## src/rtl/alu_pkg.sv

```systemverilog
// Opcode and state definitions shared by the sequential ALU and its multiplier.
package alu_pkg;

    localparam logic M_MISC  = 1'b0;
    localparam logic M_ARITH = 1'b1;

    localparam logic [3:0] S_PASS_A = 4'b1100;
    localparam logic [3:0] S_ADD    = 4'b1001;
    localparam logic [3:0] S_ADC    = 4'b0001;
    localparam logic [3:0] S_SUB    = 4'b0110;
    localparam logic [3:0] S_SBB    = 4'b0010;
    localparam logic [3:0] S_AND    = 4'b1011;
    localparam logic [3:0] S_OR     = 4'b0011;
    localparam logic [3:0] S_XOR    = 4'b0111;
    localparam logic [3:0] S_NOTB   = 4'b0101;
    localparam logic [3:0] S_PASS_B = 4'b1010;
    localparam logic [3:0] S_PASS_B2 = 4'b0100;
    localparam logic [3:0] S_SHL    = 4'b1000;
    localparam logic [3:0] S_SHR    = 4'b1101;
    localparam logic [3:0] S_MUL    = 4'b1110;

    typedef enum logic [0:0] {
        ST_IDLE = 1'b0,
        ST_MUL  = 1'b1
    } state_t;

endpackage

```

## src/rtl/alu_seq_if.sv

```systemverilog
// Op-issue and result bus between the control unit (master) and the ALU (slave).
interface alu_seq_if #(
    parameter int WIDTH = 8
);
    logic             in_valid;
    logic             in_ready;
    logic             m;
    logic [3:0]       s;
    logic [WIDTH-1:0] a;
    logic [WIDTH-1:0] b;
    logic             flag_clr;
    logic [WIDTH-1:0] t;
    logic [WIDTH-1:0] hi;
    logic             out_valid;
    logic             cf;
    logic             zf;
    logic             nf;

    modport master (
        output in_valid, m, s, a, b, flag_clr,
        input  in_ready, t, hi, out_valid, cf, zf, nf
    );

    modport slave (
        input  in_valid, m, s, a, b, flag_clr,
        output in_ready, t, hi, out_valid, cf, zf, nf
    );
endinterface

```

## src/rtl/alu_mul_seq.sv

```systemverilog
// Shift-add unsigned multiplier: one multiplier bit per cycle, WIDTH cycles per product.
module alu_mul_seq #(
    parameter int WIDTH = 8
) (
    input  logic               clk,
    input  logic               rst,
    input  logic               start,
    input  logic [WIDTH-1:0]   a,
    input  logic [WIDTH-1:0]   b,
    output logic               busy,
    output logic               done,
    output logic [2*WIDTH-1:0] prod
);
    localparam int CNT_W = $clog2(WIDTH) + 1;

    logic [2*WIDTH-1:0] acc;
    logic [2*WIDTH-1:0] mcand;
    logic [WIDTH-1:0]   mplier;
    logic [CNT_W-1:0]   cnt;
    logic [2*WIDTH-1:0] acc_next;

    // prod is the accumulator after the current step; it is final when done is high.
    assign acc_next = acc + (mplier[0] ? mcand : '0);
    assign prod     = acc_next;
    assign done     = busy && (cnt == CNT_W'(1));

    always_ff @(posedge clk) begin
        if (rst) begin
            busy   <= 1'b0;
            cnt    <= '0;
            acc    <= '0;
            mcand  <= '0;
            mplier <= '0;
        end else if (start) begin
            busy   <= 1'b1;
            cnt    <= CNT_W'(WIDTH);
            acc    <= '0;
            mcand  <= {{WIDTH{1'b0}}, a};
            mplier <= b;
        end else if (busy) begin
            acc    <= acc_next;
            mcand  <= {mcand[2*WIDTH-2:0], 1'b0};
            mplier <= {1'b0, mplier[WIDTH-1:1]};
            cnt    <= cnt - CNT_W'(1);
            if (cnt == CNT_W'(1)) begin
                busy <= 1'b0;
            end
        end
    end

endmodule

```

## src/rtl/alu_seq.sv

```systemverilog
// Registered ALU with persistent CF/ZF/NF flags, single-cycle ops and a multi-cycle multiply.
module alu_seq
    import alu_pkg::*;
#(
    parameter int WIDTH = 8
) (
    input logic       clk,
    input logic       rst,
    alu_seq_if.slave  bus
);
    state_t             state;
    logic [WIDTH-1:0]   t_r;
    logic [WIDTH-1:0]   hi_r;
    logic               ov_r;
    logic               cf_r;
    logic               zf_r;
    logic               nf_r;

    logic               in_ready;
    logic               accept;
    logic [WIDTH-1:0]   nx_t;
    logic               nx_cf;
    logic               nx_zf;
    logic               nx_nf;
    logic [WIDTH:0]     sum;
    logic               is_mul;
    logic               is_arith;
    logic               zn_from_t;

    logic               mul_busy;
    logic               mul_done;
    logic [2*WIDTH-1:0] prod;

    assign in_ready = (state == ST_IDLE) && !mul_busy;
    assign accept   = bus.in_valid && in_ready;

    assign bus.in_ready  = in_ready;
    assign bus.t         = t_r;
    assign bus.hi        = hi_r;
    assign bus.out_valid = ov_r;
    assign bus.cf        = cf_r;
    assign bus.zf        = zf_r;
    assign bus.nf        = nf_r;

    alu_mul_seq #(.WIDTH(WIDTH)) u_mul (
        .clk   (clk),
        .rst   (rst),
        .start (accept && is_mul),
        .a     (bus.a),
        .b     (bus.b),
        .busy  (mul_busy),
        .done  (mul_done),
        .prod  (prod)
    );

    // Single-cycle result and flags; undefined codes fall through with t=0 and flags held.
    always_comb begin
        nx_t      = '0;
        nx_cf     = cf_r;
        nx_zf     = zf_r;
        nx_nf     = nf_r;
        sum       = '0;
        is_mul    = 1'b0;
        is_arith  = 1'b0;
        zn_from_t = 1'b0;
        if (bus.m == M_MISC) begin
            if (bus.s == S_PASS_A) begin
                nx_t      = bus.a;
                zn_from_t = 1'b1;
            end
        end else begin
            case (bus.s)
                S_ADD: begin
                    sum      = {1'b0, bus.a} + {1'b0, bus.b};
                    is_arith = 1'b1;
                end
                S_ADC: begin
                    sum      = {1'b0, bus.a} + {1'b0, bus.b} + (WIDTH+1)'(cf_r);
                    is_arith = 1'b1;
                end
                S_SUB: begin
                    sum      = {1'b0, bus.b} - {1'b0, bus.a};
                    is_arith = 1'b1;
                end
                S_SBB: begin
                    sum      = {1'b0, bus.b} - {1'b0, bus.a} - (WIDTH+1)'(cf_r);
                    is_arith = 1'b1;
                end
                S_AND: begin
                    nx_t      = bus.a & bus.b;
                    zn_from_t = 1'b1;
                end
                S_OR: begin
                    nx_t      = bus.a | bus.b;
                    zn_from_t = 1'b1;
                end
                S_XOR: begin
                    nx_t      = bus.a ^ bus.b;
                    zn_from_t = 1'b1;
                end
                S_NOTB: begin
                    nx_t      = ~bus.b;
                    zn_from_t = 1'b1;
                end
                S_PASS_B, S_PASS_B2: begin
                    nx_t      = bus.b;
                    zn_from_t = 1'b1;
                end
                S_SHL: begin
                    nx_t      = {bus.a[WIDTH-2:0], 1'b0};
                    nx_cf     = bus.a[WIDTH-1];
                    zn_from_t = 1'b1;
                end
                S_SHR: begin
                    nx_t      = {1'b0, bus.a[WIDTH-1:1]};
                    nx_cf     = bus.a[0];
                    zn_from_t = 1'b1;
                end
                S_MUL: is_mul = 1'b1;
                default: ;
            endcase
        end
        // The carry bit sits above t, so zf/nf from t never see it.
        if (is_arith) begin
            nx_t      = sum[WIDTH-1:0];
            nx_cf     = sum[WIDTH];
            zn_from_t = 1'b1;
        end
        if (zn_from_t) begin
            nx_zf = (nx_t == '0);
            nx_nf = nx_t[WIDTH-1];
        end
    end

    always_ff @(posedge clk) begin
        if (rst) begin
            state <= ST_IDLE;
            t_r   <= '0;
            hi_r  <= '0;
            ov_r  <= 1'b0;
            cf_r  <= 1'b0;
            zf_r  <= 1'b0;
            nf_r  <= 1'b0;
        end else begin
            ov_r <= 1'b0;
            case (state)
                ST_IDLE: begin
                    if (accept && !is_mul) begin
                        t_r  <= nx_t;
                        hi_r <= '0;
                        ov_r <= 1'b1;
                        cf_r <= nx_cf;
                        zf_r <= nx_zf;
                        nf_r <= nx_nf;
                    end else begin
                        if (accept) begin
                            state <= ST_MUL;
                        end
                        if (bus.flag_clr) begin
                            cf_r <= 1'b0;
                            zf_r <= 1'b0;
                            nf_r <= 1'b0;
                        end
                    end
                end
                ST_MUL: begin
                    // A retiring product's flags take priority over flag_clr.
                    if (mul_done) begin
                        t_r   <= prod[WIDTH-1:0];
                        hi_r  <= prod[2*WIDTH-1:WIDTH];
                        ov_r  <= 1'b1;
                        cf_r  <= (prod[2*WIDTH-1:WIDTH] != '0);
                        zf_r  <= (prod == '0);
                        nf_r  <= prod[2*WIDTH-1];
                        state <= ST_IDLE;
                    end else if (bus.flag_clr) begin
                        cf_r <= 1'b0;
                        zf_r <= 1'b0;
                        nf_r <= 1'b0;
                    end
                end
                default: state <= ST_IDLE;
            endcase
        end
    end

endmodule
```

## src/flat_wrapper.sv

```systemverilog
// flat-port wrapper written by rule: the top's interface ports become plain ports
module alu_seq_flat import alu_pkg::*;
#(
    parameter int WIDTH = 8
)
  (clk, rst, bus_in_valid, bus_m, bus_s, bus_a, bus_b, bus_flag_clr, bus_in_ready, bus_t, bus_hi, bus_out_valid, bus_cf, bus_zf, bus_nf);
  alu_seq_if #(.WIDTH(WIDTH)) bus_i ();
  input logic clk;
  input logic rst;
  input wire logic [$bits(bus_i.in_valid)-1:0] bus_in_valid;
  input wire logic [$bits(bus_i.m)-1:0] bus_m;
  input wire logic [$bits(bus_i.s)-1:0] bus_s;
  input wire logic [$bits(bus_i.a)-1:0] bus_a;
  input wire logic [$bits(bus_i.b)-1:0] bus_b;
  input wire logic [$bits(bus_i.flag_clr)-1:0] bus_flag_clr;
  output wire logic [$bits(bus_i.in_ready)-1:0] bus_in_ready;
  output wire logic [$bits(bus_i.t)-1:0] bus_t;
  output wire logic [$bits(bus_i.hi)-1:0] bus_hi;
  output wire logic [$bits(bus_i.out_valid)-1:0] bus_out_valid;
  output wire logic [$bits(bus_i.cf)-1:0] bus_cf;
  output wire logic [$bits(bus_i.zf)-1:0] bus_zf;
  output wire logic [$bits(bus_i.nf)-1:0] bus_nf;
  assign bus_i.in_valid = bus_in_valid;
  assign bus_i.m = bus_m;
  assign bus_i.s = bus_s;
  assign bus_i.a = bus_a;
  assign bus_i.b = bus_b;
  assign bus_i.flag_clr = bus_flag_clr;
  assign bus_in_ready = bus_i.in_ready;
  assign bus_t = bus_i.t;
  assign bus_hi = bus_i.hi;
  assign bus_out_valid = bus_i.out_valid;
  assign bus_cf = bus_i.cf;
  assign bus_zf = bus_i.zf;
  assign bus_nf = bus_i.nf;
  alu_seq #(.WIDTH(WIDTH)) u_core (.clk(clk), .rst(rst), .bus(bus_i));
endmodule
```

## config.mk

```make
export PLATFORM = sky130hd
export DESIGN_NAME = alu_seq_flat
export DESIGN_NICKNAME = d
export VERILOG_FILES = /design/src/rtl/alu_pkg.sv /design/src/rtl/alu_seq_if.sv /design/src/rtl/alu_mul_seq.sv /design/src/rtl/alu_seq.sv /design/src/flat_wrapper.sv
export SDC_FILE = /design/constraint.sdc
export NUM_CORES = 1
export LEC_CHECK = 0
export ABC_AREA = 1
export BUFFER_PORTS_ARGS = -buffer_cell sky130_fd_sc_hd__buf_2
export CORE_MARGIN = 8
export CORE_UTILIZATION = 66
export DETAILED_ROUTE_END_ITERATION = 8
export PLACE_DENSITY_LB_ADDON = 0.3
export SLEW_MARGIN = 15
export SYNTH_ARGS = -nofsm -noshare
export SYNTH_HDL_FRONTEND = slang
export SYNTH_SLANG_ARGS = --single-unit
```

## constraint.sdc

```tcl
create_clock -name clk -period 6.9 [get_ports clk]
set_input_delay 1.38 -clock clk [delete_from_list [all_inputs] [get_ports clk]]
set_output_delay 1.38 -clock clk [all_outputs]
set_load 0.03 [all_outputs]
```

**After elaboration in Yosys (flattened, before gate mapping)**

Cells that the tools add are included.

- Add/sub/neg operators: 6
- Equality and inequality tests: 20
- Multiplexer cells: 54
- Bitwise logic cells: 5
- Reductions and logical operators: 17

Operators with widths:

| cell | number |
|---|---|
| 8-bit two-way mux | 11 |
| 8-bit one-hot mux with 7 select lines | 1 |
| 9-bit one-hot mux with 4 select lines | 1 |
| 8-bit one-hot mux with 2 select lines | 2 |
| 1-bit two-way mux | 29 |
| 4-bit equality test (second input constant) | 7 |
| 16-bit adder | 1 |
| 4-bit by 3-bit equality test with 1-bit output (second input constant) | 4 |
| 16-bit logical NOT | 1 |
| 16-bit two-way mux | 1 |
| 1-bit one-hot mux with 2 select lines | 6 |
| 8-bit by 8-bit adder with 9-bit output | 1 |
| 9-bit by 1-bit adder with 9-bit output | 1 |
| 9-bit two-way mux | 1 |
| 8-bit by 8-bit subtractor with 9-bit output | 1 |
| 9-bit by 1-bit subtractor with 9-bit output | 1 |
| 8-bit AND | 1 |
| 4-bit by 1-bit equality test with 1-bit output (second input constant) | 2 |
| 4-bit by 2-bit equality test with 1-bit output (second input constant) | 2 |
| 8-bit logical NOT | 1 |
| 4-bit two-way mux | 2 |
| 8-bit NOT | 1 |
| 8-bit OR | 1 |
| 8-bit nonzero test | 1 |
| 14 further kinds | 22 |

- Flip-flop bits (word level): 66
- Input bits: 25
- Output and inout port bits: 21
- Logic and storage cells: 116

**Longest topological paths before layout**

Gate-level depths: netlist of run 1.

- Depth after elaboration: 9
- Gate-level depth with buffers: 21
- Gate-level depth less buffers: 20

**Hierarchy**

A second synthesis of run 1 with hierarchy kept.

- Cells, all modules: 999
- Area total of the unflattened synthesis: 5,998.3 µm²

By module, submodules not included:

| module | instances | cells an instance | area each (µm²) | seq. area each (µm²) |
|---|---|---|---|---|
| alu_seq | 1 | 554 | 3,145.5 | 420.4 |
| alu_mul_seq | 1 | 445 | 2,852.7 | 900.9 |

**Worst setup path before layout of run 1**

No wires, ideal clock.

- Kind: input port to flip-flop
- From: input port bus_b[0]
- To: register u_core.cf_r (netlist: u_core.bus.cf)
- Setup time: 70 ps
- Data arrival time: 3,238 ps
- Required time: 6,830 ps
- Path slack: 3,592 ps
- Cell stages on the path: 16
- Buffers on the path: 0
- Path through: inv_1 -> ha_1 -> fa_1 -> ha_1 -> inv_1 -> nor2_1 -> nand3_1 -> nor2_2 -> nand3_1 -> nand2_1 -> nand3_1 -> nand3_1 -> nand2_1 -> nand2_1 -> nand2_1 -> a21oi_1

- Cells in the longest elaborated chain, start to end: 7
- Elaborated cells between the ends (all ways): 9
- Classes of those cells: add/sub: 4; mux: 5

Ends and longest elaborated chain:

| what | line | text |
|---|---|---|
| start: declaration | flat_wrapper.sv:14 | `input wire logic [$bits(bus_i.b)-1:0] bus_b;` |
| 8-bit by 8-bit subtractor with 9-bit output or 8-bit by 8-bit adder with 9-bit output (tied branches) | n/a |  |
| 9-bit by 1-bit subtractor with 9-bit output or 9-bit by 1-bit adder with 9-bit output (tied branches) | alu_seq.sv:86, alu_seq.sv:78 |  |
| 9-bit one-hot mux with 4 select lines (*) | alu_seq.sv:72 | `case (bus.s)` |
| 9-bit two-way mux (*) | alu_seq.sv:66 | `if (bus.m == M_MISC) begin` |
| 1-bit two-way mux (*) | alu_seq.sv:124 | `if (is_arith) begin` |
| 1-bit two-way mux (*) | alu_seq.sv:148 | `if (accept && !is_mul) begin` |
| 1-bit one-hot mux with 2 select lines (*) | alu_seq.sv:146 | `case (state)` |
| end signal: assignment | alu_seq.sv:152 | `cf_r <= nx_cf;` |
| end signal: assignment | alu_seq.sv:172 | `cf_r <= (prod[2*WIDTH-1:WIDTH] != '0);` |
| end: declaration | alu_seq.sv:15 | `logic cf_r;` |

Mark *: on every way between the ends. The rest lies on a longest branch, timed or not.
A chain may end at the register's enable or synchronous reset.

**Final worst setup path of run 1**

- From: input port bus_m
- To: register u_core.u_mul.acc[5]

- Cells in the longest elaborated chain, start to end: 3

Ends and longest elaborated chain:

| what | line | text |
|---|---|---|
| start: declaration | flat_wrapper.sv:11 | `input wire logic [$bits(bus_i.m)-1:0] bus_m;` |
| 1-bit two-way mux | alu_seq.sv:66 |  |
| 1-bit logical AND | alu_seq.sv:48 | `.start (accept && is_mul),` |
| 2-bit OR reduction (no source line) | n/a |  |
| end signal: assignment | alu_mul_seq.sv:41 | `acc <= acc_next;` |
| end: declaration | alu_mul_seq.sv:16 | `logic [2*WIDTH-1:0] acc;` |

No other way between the ends.

==> results.txt, run 1 <==
In this run the static leakage power is 0.00312 µW. The initial DRC count came out at 585. The worst setup path is of the in -> reg kind. The endpoint of the most critical register-to-register path is u_core.bus.cf. The average footprint of a synthesized cell is 6.18 µm². In this run, synthesis inferred 0 flip-flops with an integrated enable. The power share of the combinational group is 23.4%. The fraction of power spent switching nets is 32.5%. After synthesis, the share of flip-flops with an asynchronous set or reset is 0%. The detailed router placed 6,276 vias in this run. The top cell types in the final layout, fill and taps aside, are 280 x sky130_fd_sc_hd__nand2_1, 105 x sky130_fd_sc_hd__inv_1, 90 x sky130_fd_sc_hd__nor2_1, 65 x sky130_fd_sc_hd__nand3_1, 65 x sky130_fd_sc_hd__dfxtp_1. The total of buffers placed on input and output ports came out at 45. The number of setup buffers added after CTS is 0. The setup slack of the most critical reg-to-reg path is 3.92 ns.

The area share of xor/xnor cells in the synthesized design is 1.53%. The reported net switching power is 322 µW. In this run the critical register-to-register path is launched from u_core.u_mul.mplier[0]. After clock tree synthesis, the clock-pin slew on the worst setup and hold paths is 0.08 ns. The first detailed-routing pass took 5 iterations.

The global-route total usage across every layer is 28.2%. Routability-driven placement finished with a final weighted congestion of 1.01. The synthesized-area fraction occupied by adder cells came out at 10.9%. The dominant synthesized flop cell is sky130_fd_sc_hd__dfxtp_1. The post-synth net total is 1,002. In the routed design, unresolved DRC markers number 0.

The setup total negative slack came out at 0 ns. The fraction of the core area covered by cells at the end of the flow came out at 72.2%. The count of distinct cell types in the synthesized netlist is 44.

The critical path arrival is 4.01 ns. The max-cap check violation count is 0. The final period demand of the worst path is 3.71 ns. The area of the placeable core came out at 8590 µm². STA classifies the critical path startpoint as an input port. The final net count is 1,037.

The via count of the first global-routing pass is 5,469. The TritonCTS clock tree is built. Cells with a size suffix above 1 make up 11.5% of the layout.

The number of top-level pins is 46. Entering global routing, the biggest net connects 56 pins. The library cell used most frequently in the layout, excluding fill and tap cells, is sky130_fd_sc_hd__nand2_1. The cell chosen for the clock root is sky130_fd_sc_hd__clkbuf_8. IR analysis of the VDD net gives a maximum drop of 143 µV. The worst-skew pair later-pin latency is 0.35 ns. The synthesized design contains 66 register bits. In this run the worst setup path begins at bus_m. The number of cell instances on the worst register-to-register path came out at 20. The capturing element type of the critical path is a register. The share of the clock period used by the worst path came out at 53.8%.

The depth of the CTS H-tree came out at 3. After synthesis, flip-flops and latches occupy 23.0% of the total area. The internal power of the cells came out at 668 µW. The flow ran to the end, and the final reports show no timing, DRC or antenna violations. The mapped netlist covers 5740 µm².

The wire length per cell is 15.4 µm. The final layout contains routed wiring with a total length of 16.6 mm. The number of gates resized after CTS is 0. By area, the combinational part of the netlist is dominated by simple AND/OR/NAND/NOR gates. The compound-gate portion of the synthesized area came out at 17.6%. In this run the worst hold path is classified as reg -> reg.

The deepest clock path buffer count came out at 2. The sequential share of power came out at 39.6%. Setup violations remaining at the end of the flow were counted as 0. The count of final hold-check violations is 0. The power density normalized to cell area is 160 nW/µm². The part of the power in the clock network came out at 36.9%. At the pin with the least slew margin, the transition time is 1.04 ns. The number of nets with antenna violations after routing is 0. The critical path ends at u_core.u_mul.acc[5]. The total CTS buffers came out at 9. The portion of synthesized area spent on multiplexers is 0%.

STA puts the critical path data required time at 7.20 ns. The die width came out at 109 µm. The clock sink count came out at 66. Setup repair after global routing left no endpoint under its margin. The overflow left after global routing is 0. After floorplanning, the core was divided into 34 placement rows. The number of antenna violations at the first check in global routing came to 0. The initial standard-cell utilization of the core came out at 66.8%. Hold repair after CTS inserted 0 buffers. The total die area came out at 11,900 µm². The worst pin sits at a relative slew slack of 30.3%. The instance count of the mapped netlist is 929. The number of diodes is 0. The number of warnings reported in the yosys synthesis log is 0. The height of the die came out at 109 µm. The worst clock skew on the final layout came out at 0.00959 ns. The mean number of vias per cell came out at 5.83. The highest clock rate came out at 269 MHz. The global-route wire length before repair came out at 26.7 mm. Of the total synthesized cell area, the portion taken by AND, OR, NAND and NOR gates is 36.7%. The largest fanout on the critical path is 15. The placed wire-length estimate after detailed placement is 12.9 mm. The post-synthesis to final-layout area growth came out at 8.09%.

The count of pins over their slew limit is 0.
## worst max-delay path, cell delays in order
cell,delay (ns)
sky130_fd_sc_hd__buf_2,0.17
sky130_fd_sc_hd__inv_1,0.15
sky130_fd_sc_hd__nor3_2,0.08
sky130_fd_sc_hd__nand3_1,0.33
sky130_fd_sc_hd__clkinv_2,0.24
sky130_fd_sc_hd__nor2_1,0.83
sky130_fd_sc_hd__inv_1,0.47
sky130_fd_sc_hd__nor2_1,0.18
sky130_fd_sc_hd__o21ai_0,0.10
sky130_fd_sc_hd__inv_1,0.06
## cell usage after synthesis (11+ instances only)
cell type,instances,share of area [%]
sky130_fd_sc_hd__o211ai_1,11,1.4
sky130_fd_sc_hd__clkbuf_1,12,0.79
sky130_fd_sc_hd__a31oi_1,13,1.4
sky130_fd_sc_hd__inv_1,105,6.9
sky130_fd_sc_hd__ha_1,45,9.8
sky130_fd_sc_hd__inv_2,11,0.72
sky130_fd_sc_hd__nand2_1,280,18
sky130_fd_sc_hd__nand4_1,14,1.5
sky130_fd_sc_hd__a21oi_1,61,5.3
sky130_fd_sc_hd__nor2_1,90,5.9
sky130_fd_sc_hd__nand3_1,65,5.7
sky130_fd_sc_hd__o21ai_0,50,4.4
sky130_fd_sc_hd__dfxtp_1,66,23
## layer usage
layer	track usage (%)	share of wire, %	vias to the layer above
li1	-	-	3118
met1	39.0	44	2809
met2	42.2	42	307
met3	8.63	11	42
met4	5.98	2.0	0
met5	0	0	-
## power groups by stage
stage               Combinational [µW]  Clock (µW)  Sequential (µW)
global route                       256         389              393
finish                             232         366              393
floorplan                          155           0              409
global placement                   222           0              401
CTS                                225         369              392
detailed placement                 224           0              401
## stage by stage
stage	setup WS, ns	std cells	power (µW)	hold WS, ns	cell area (µm²)
final	3.19	1077	990	0.452	6200
after global placement	3.01	1061	623	0.433	5970
after detailed placement	2.87	1061	625	0.440	5970
after floorplan	3.59	929	564	0.440	5740
after CTS	3.23	1077	987	0.457	6200
after global routing	2.95	1077	1040	0.468	6200
## how the worst min path moves through the flow
stage	cells after the start	startpoint	slack (ns)	to
after global placement	2	u_core.bus.hi[6]	0.43	u_core.bus.hi[6]
after floorplan	2	u_core.u_mul.mplier[7]	0.44	u_core.u_mul.mplier[7]
after detailed placement	2	u_core.bus.hi[1]	0.44	u_core.bus.hi[1]
final	2	u_core.bus.hi[1]	0.45	u_core.bus.hi[1]
after CTS	2	u_core.bus.hi[1]	0.46	u_core.bus.hi[1]
after global routing	2	u_core.bus.t[7]	0.47	u_core.bus.t[7]
## kinds of logic (layout without fill, tap and decap cells)
| logic type | count (synthesis) | after routing |
|---|---|---|
| DFF | 66 | 66 |
| AOI/OAI and AO/OA | 173 | 173 |
| xor gates and xnor gates | 10 | 10 |
| and+or+nand+nor | 490 | 490 |
| adders and majority gates | 48 | 48 |
| buffers and inverters | 142 | 182 |
## flip-flops by register name, indices dropped and copies added, names as in the netlist
name	count
u_core.u_mul.acc	16
u_core.u_mul.mcand	16
u_core.bus.hi	8
u_core.bus.t	8
u_core.u_mul.mplier	8
u_core.u_mul.cnt	4
u_core.bus.cf	1
u_core.bus.nf	1
u_core.bus.out_valid	1
u_core.bus.zf	1
u_core.state	1
u_core.u_mul.busy	1
## final cells by class
| type | count | area, µm² |
|---|---|---|
| fillers | 777 | 2390 |
| well taps | 108 | 135 |
| clock inverters | 6 | 90.1 |
| clock buffers | 10 | 138 |
| inverters | 120 | 457 |
| repair buffers | 46 | 233 |
| flip-flops and latches | 66 | 1320 |
| multi-input cells | 721 | 3830 |
Power figures use the tool's default switching activity.
==> inputs of run 2 (changes only) <==
--- a/config.mk
+++ b/config.mk
@@ -5,10 +5,10 @@
 export SDC_FILE = /design/constraint.sdc
 export NUM_CORES = 1
 export LEC_CHECK = 0
-export ABC_AREA = 1
+export ABC_AREA = 0
 export BUFFER_PORTS_ARGS = -buffer_cell sky130_fd_sc_hd__buf_2
 export CORE_MARGIN = 8
-export CORE_UTILIZATION = 66
+export CORE_UTILIZATION = 56
 export DETAILED_ROUTE_END_ITERATION = 8
 export PLACE_DENSITY_LB_ADDON = 0.3
 export SLEW_MARGIN = 15
==> constraint.sdc (replaced) <==
create_clock -name clk -period 3 [get_ports clk]
set_input_delay 0.6 -clock clk [delete_from_list [all_inputs] [get_ports clk]]
set_output_delay 0.6 -clock clk [all_outputs]
set_load 0.03 [all_outputs]
==> run 2 against run 1 <==
- setup slack worse by 3.5 ns
- synthesized area is 1.4% lower
- the run now ends with setup timing left
- die area is 14% higher
- critical path depth rose by 2
- flip-flop and latch count unchanged
- count of clock-buffer cells in the layout down 1
- hold slack improved by 0.0037 ns
- final area up 21%
- via count is 2.3% higher
- clock skew barely moved
==> results.txt, run 2 <==
The die covers 13,600 µm². The checks that failed: setup timing. The cell leakage power came out at 0.00322 µW. Measured along the x axis, the die boundary spans 116 µm. The slew at the pin with the worst max-slew slack came out at 0.922 ns. The power density normalized to cell area is 345 nW/µm².

The fraction of layout instances using a drive strength above 1 came out at 31.4%. Setup violations remaining at the end of the flow were counted as 2. In the layout the commonest cells are 147 x sky130_fd_sc_hd__buf_4, 91 x sky130_fd_sc_hd__nor2_1, 64 x sky130_fd_sc_hd__nand2_1, 64 x sky130_fd_sc_hd__dfxtp_1, 46 x sky130_fd_sc_hd__a21oi_1. The data required time at the worst endpoint is 3.23 ns. For this run, the detailed router's first-pass iteration total came to 5. The wire length per cell came out at 19.5 µm. The worst-skew pair later-pin latency is 0.36 ns. The worst hold slack is 0.456 ns. The post-synthesis instance area came out at 5650 µm². The total CTS buffers came out at 9. For this run, the total global-route usage over all layers was measured as 28.2%. The min-delay analysis places its worst path in the category reg -> reg. The placed wire-length estimate after detailed placement came out at 14.3 mm.

For this configuration, the core starts out at a cell density of 57.8%. After routing the design area is 7530 µm². Ranked by total cell area, the synthesized netlist is headed by sky130_fd_sc_hd__dfxtp_1 23%, sky130_fd_sc_hd__ha_1 10%, sky130_fd_sc_hd__nor2_1 6.0%. The worst clock skew on the final layout came out at 0.00928 ns. The repair_antennas step left the layout with diodes totalling 0.

The most frequent standard cell in the layout excluding fill and tap cells is sky130_fd_sc_hd__buf_4. The number of nets with antenna violations after routing came out at 0. Entering global routing, the biggest net connects 31 pins.

The worst relative slew slack is 38.3%. Setup repair after global routing could not meet its margin everywhere. The count of pins over their slew limit is 0. The height of the die is 116 µm. The critical path in this run is classified as reg -> reg.

The total cell area at the placement stage came out at 6930 µm². The number of antenna violations at the first check in global routing is 0. The cell chosen for the clock root is sky130_fd_sc_hd__clkbuf_8. Counting distinct cell types in the post-synthesis netlist gives 84.

The final critical-path setup slack came out at -0.302 ns. The number of warnings reported in the yosys synthesis log came out at 0. The max-cap check violation count is 0.

The type of element launching the critical path is a register. Dividing the detail-routed via count by the number of cells gives 6.25. The flow ran to the end, but the final reports show violations. For this run, asynchronously set or reset flops after synthesis account for 0%. The number of synthesized flops with an enable pin is 0. The deepest clock path buffer count came out at 2.

At the placement stage, the worst setup path has a slack of -0.386 ns. The largest total area in the synthesized netlist belongs to sky130_fd_sc_hd__dfxtp_1. The floorplan row count came out at 36. The TritonCTS clock tree is built.

The detailed router finished its first iteration with 782 violations. The post-layout instance count excluding filler cells is 1,028. Summing internal, switching and leakage power gives 2600 µW. In the routed design, unresolved DRC markers number 0. The area of the placeable core is 9770 µm².

Of the available clock period, the critical path in the final layout requires 110%. In this run, placement finished with an instance count of 1,001. During placement, the flow inserted port buffers numbering 45.

The routed wire length came out at 20.1 mm. The average footprint of a synthesized cell came out at 7.76 µm². The clock-pin slew on the worst setup and hold paths came out at 0.08 ns. The number of top-level pins is 46. The overflow left after global routing is 0. The critical path arrival is 3.53 ns. The via count of the first global-routing pass is 6,116. VDD sags by at most 301 µV. Counting instances in the post-synthesis netlist gives the leading cell types as 91 x sky130_fd_sc_hd__nor2_1, 66 x sky130_fd_sc_hd__dfxtp_1, 64 x sky130_fd_sc_hd__nand2_1, 53 x sky130_fd_sc_hd__a21oi_1, 45 x sky130_fd_sc_hd__ha_1. The area share of the largest cell type after synthesis came out at 23.4%. Yosys instantiated no cell more often than sky130_fd_sc_hd__nor2_1. The final period demand of the worst path is 3.30 ns. The H-tree was split into 3 levels. The highest clock rate came out at 303 MHz. The clock sink count came out at 66. The largest fanout on the critical path is 6.

The post-synthesis to final-layout area growth is 33.1%. The instance count of the mapped netlist came out at 729. The routability congestion estimate came out at 0.986.

The post-synthesis sequential element count is 66. The final net count came out at 963. The global-route wire length before repair is 30.3 mm.

The via total after detailed routing is 6,421. The largest registers in the layout are u_core.u_mul.acc: 16 flops, u_core.u_mul.mcand: 16 flops. STA classifies the critical path endpoint as a register. The count of final hold-check violations is 0. The sequential area share after synthesis came out at 23.4%. The setup check on the worst reg-to-reg path leaves a slack of -0.30 ns. The dominant synthesized flop cell is sky130_fd_sc_hd__dfxtp_1. The post-synth net total is 802.
==> run 2: cell count changes after synthesis, moves of 21 or more <==
cell | before | now
sky130_fd_sc_hd__a22oi_1 | 0 | 28
sky130_fd_sc_hd__clkbuf_1 | 12 | 33
sky130_fd_sc_hd__inv_1 | 105 | 34
sky130_fd_sc_hd__mux2i_1 | 0 | 24
sky130_fd_sc_hd__nand2_1 | 280 | 64
sky130_fd_sc_hd__nand3_1 | 65 | 10
sky130_fd_sc_hd__o21ai_0 | 50 | 23
sky130_fd_sc_hd__xnor2_1 | 4 | 27
==> run 2: repair_timing <==
action	in CTS	in global routing
hold buffers	0	0
setup endpoints to repair	2	8
buffers inserted	6	5
pin swaps	12	22
hold endpoints to repair	0	0
gates resized for setup	11	34
==> run 2: path summary, 6_finish.rpt <==
kind / endpoint / depth (start not counted) / startpoint
setup / recovery: u_core.bus.cf / 12 / u_core.u_mul.mplier[0]
hold / removal: u_core.bus.t[0] / 2 / u_core.bus.t[0]
setup reg to reg: u_core.bus.cf / 12 / u_core.u_mul.mplier[0]
hold reg to reg: u_core.bus.t[0] / 2 / u_core.bus.t[0]
==> run 2: worst max-delay path: stages, from the launching register on <==
cell	delay, ns
sky130_fd_sc_hd__dfxtp_4	0.37
sky130_fd_sc_hd__buf_2	0.15
sky130_fd_sc_hd__and2_1	0.21
sky130_fd_sc_hd__ha_4	0.30
sky130_fd_sc_hd__o211ai_1	0.16
sky130_fd_sc_hd__o211ai_1	0.31
sky130_fd_sc_hd__nand2_1	0.12
sky130_fd_sc_hd__o211ai_1	0.16
sky130_fd_sc_hd__xor2_2	0.13
sky130_fd_sc_hd__or4_4	0.54
sky130_fd_sc_hd__or4b_4	0.53
sky130_fd_sc_hd__a21oi_2	0.16
sky130_fd_sc_hd__a2111oi_2	0.05
==> run 2: final cells by class <==
class | count | area [µm²]
clock buffer | 9 | 124
inverter | 34 | 128
fill | 718 | 2250
clock inverter | 7 | 118
multi-input combinational | 586 | 4320
sequential | 66 | 1330
tap | 133 | 166
timing repair buffer | 193 | 1340
==> run 2: power breakdown <==
| group | switching (µW) | total, µW | internal, µW |
|---|---|---|---|
| clock network | 386 | 938 | 552 |
| registers | 11.0 | 900 | 889 |
| logic | 416 | 758 | 342 |
| total | 813 | 2600 | 1780 |
==> run 2: stage by stage <==
step                util, %  setup TNS, ns
floorplan                 -        -0.0994
global placement       70.9          -1.01
detailed placement     70.9          -1.62
CTS                    74.3         -0.528
global route           77.0         -0.873
finish                 77.0         -0.567
==> run 2: metal layers <==
metal  GRT usage (%)  part of all wire [%]
met5               0                     0
met4            9.85                   3.4
met3            5.22                   9.4
met2            44.8                    46
met1            37.4                    42
==> run 2: logic make-up (layout without fill, tap and decap cells) <==
logic type | Yosys count | after routing | share of synthesized area (%)
and+or+nand+nor | 268 | 268 | 23.3
AOI/OAI and AO/OA | 206 | 206 | 25.8
buffers and inverters | 77 | 243 | 5.69
DFF | 66 | 66 | 23.4
adders and majority gates | 48 | 48 | 11.0
xor gates and xnor gates | 39 | 39 | 6.31
muxes | 25 | 25 | 4.45
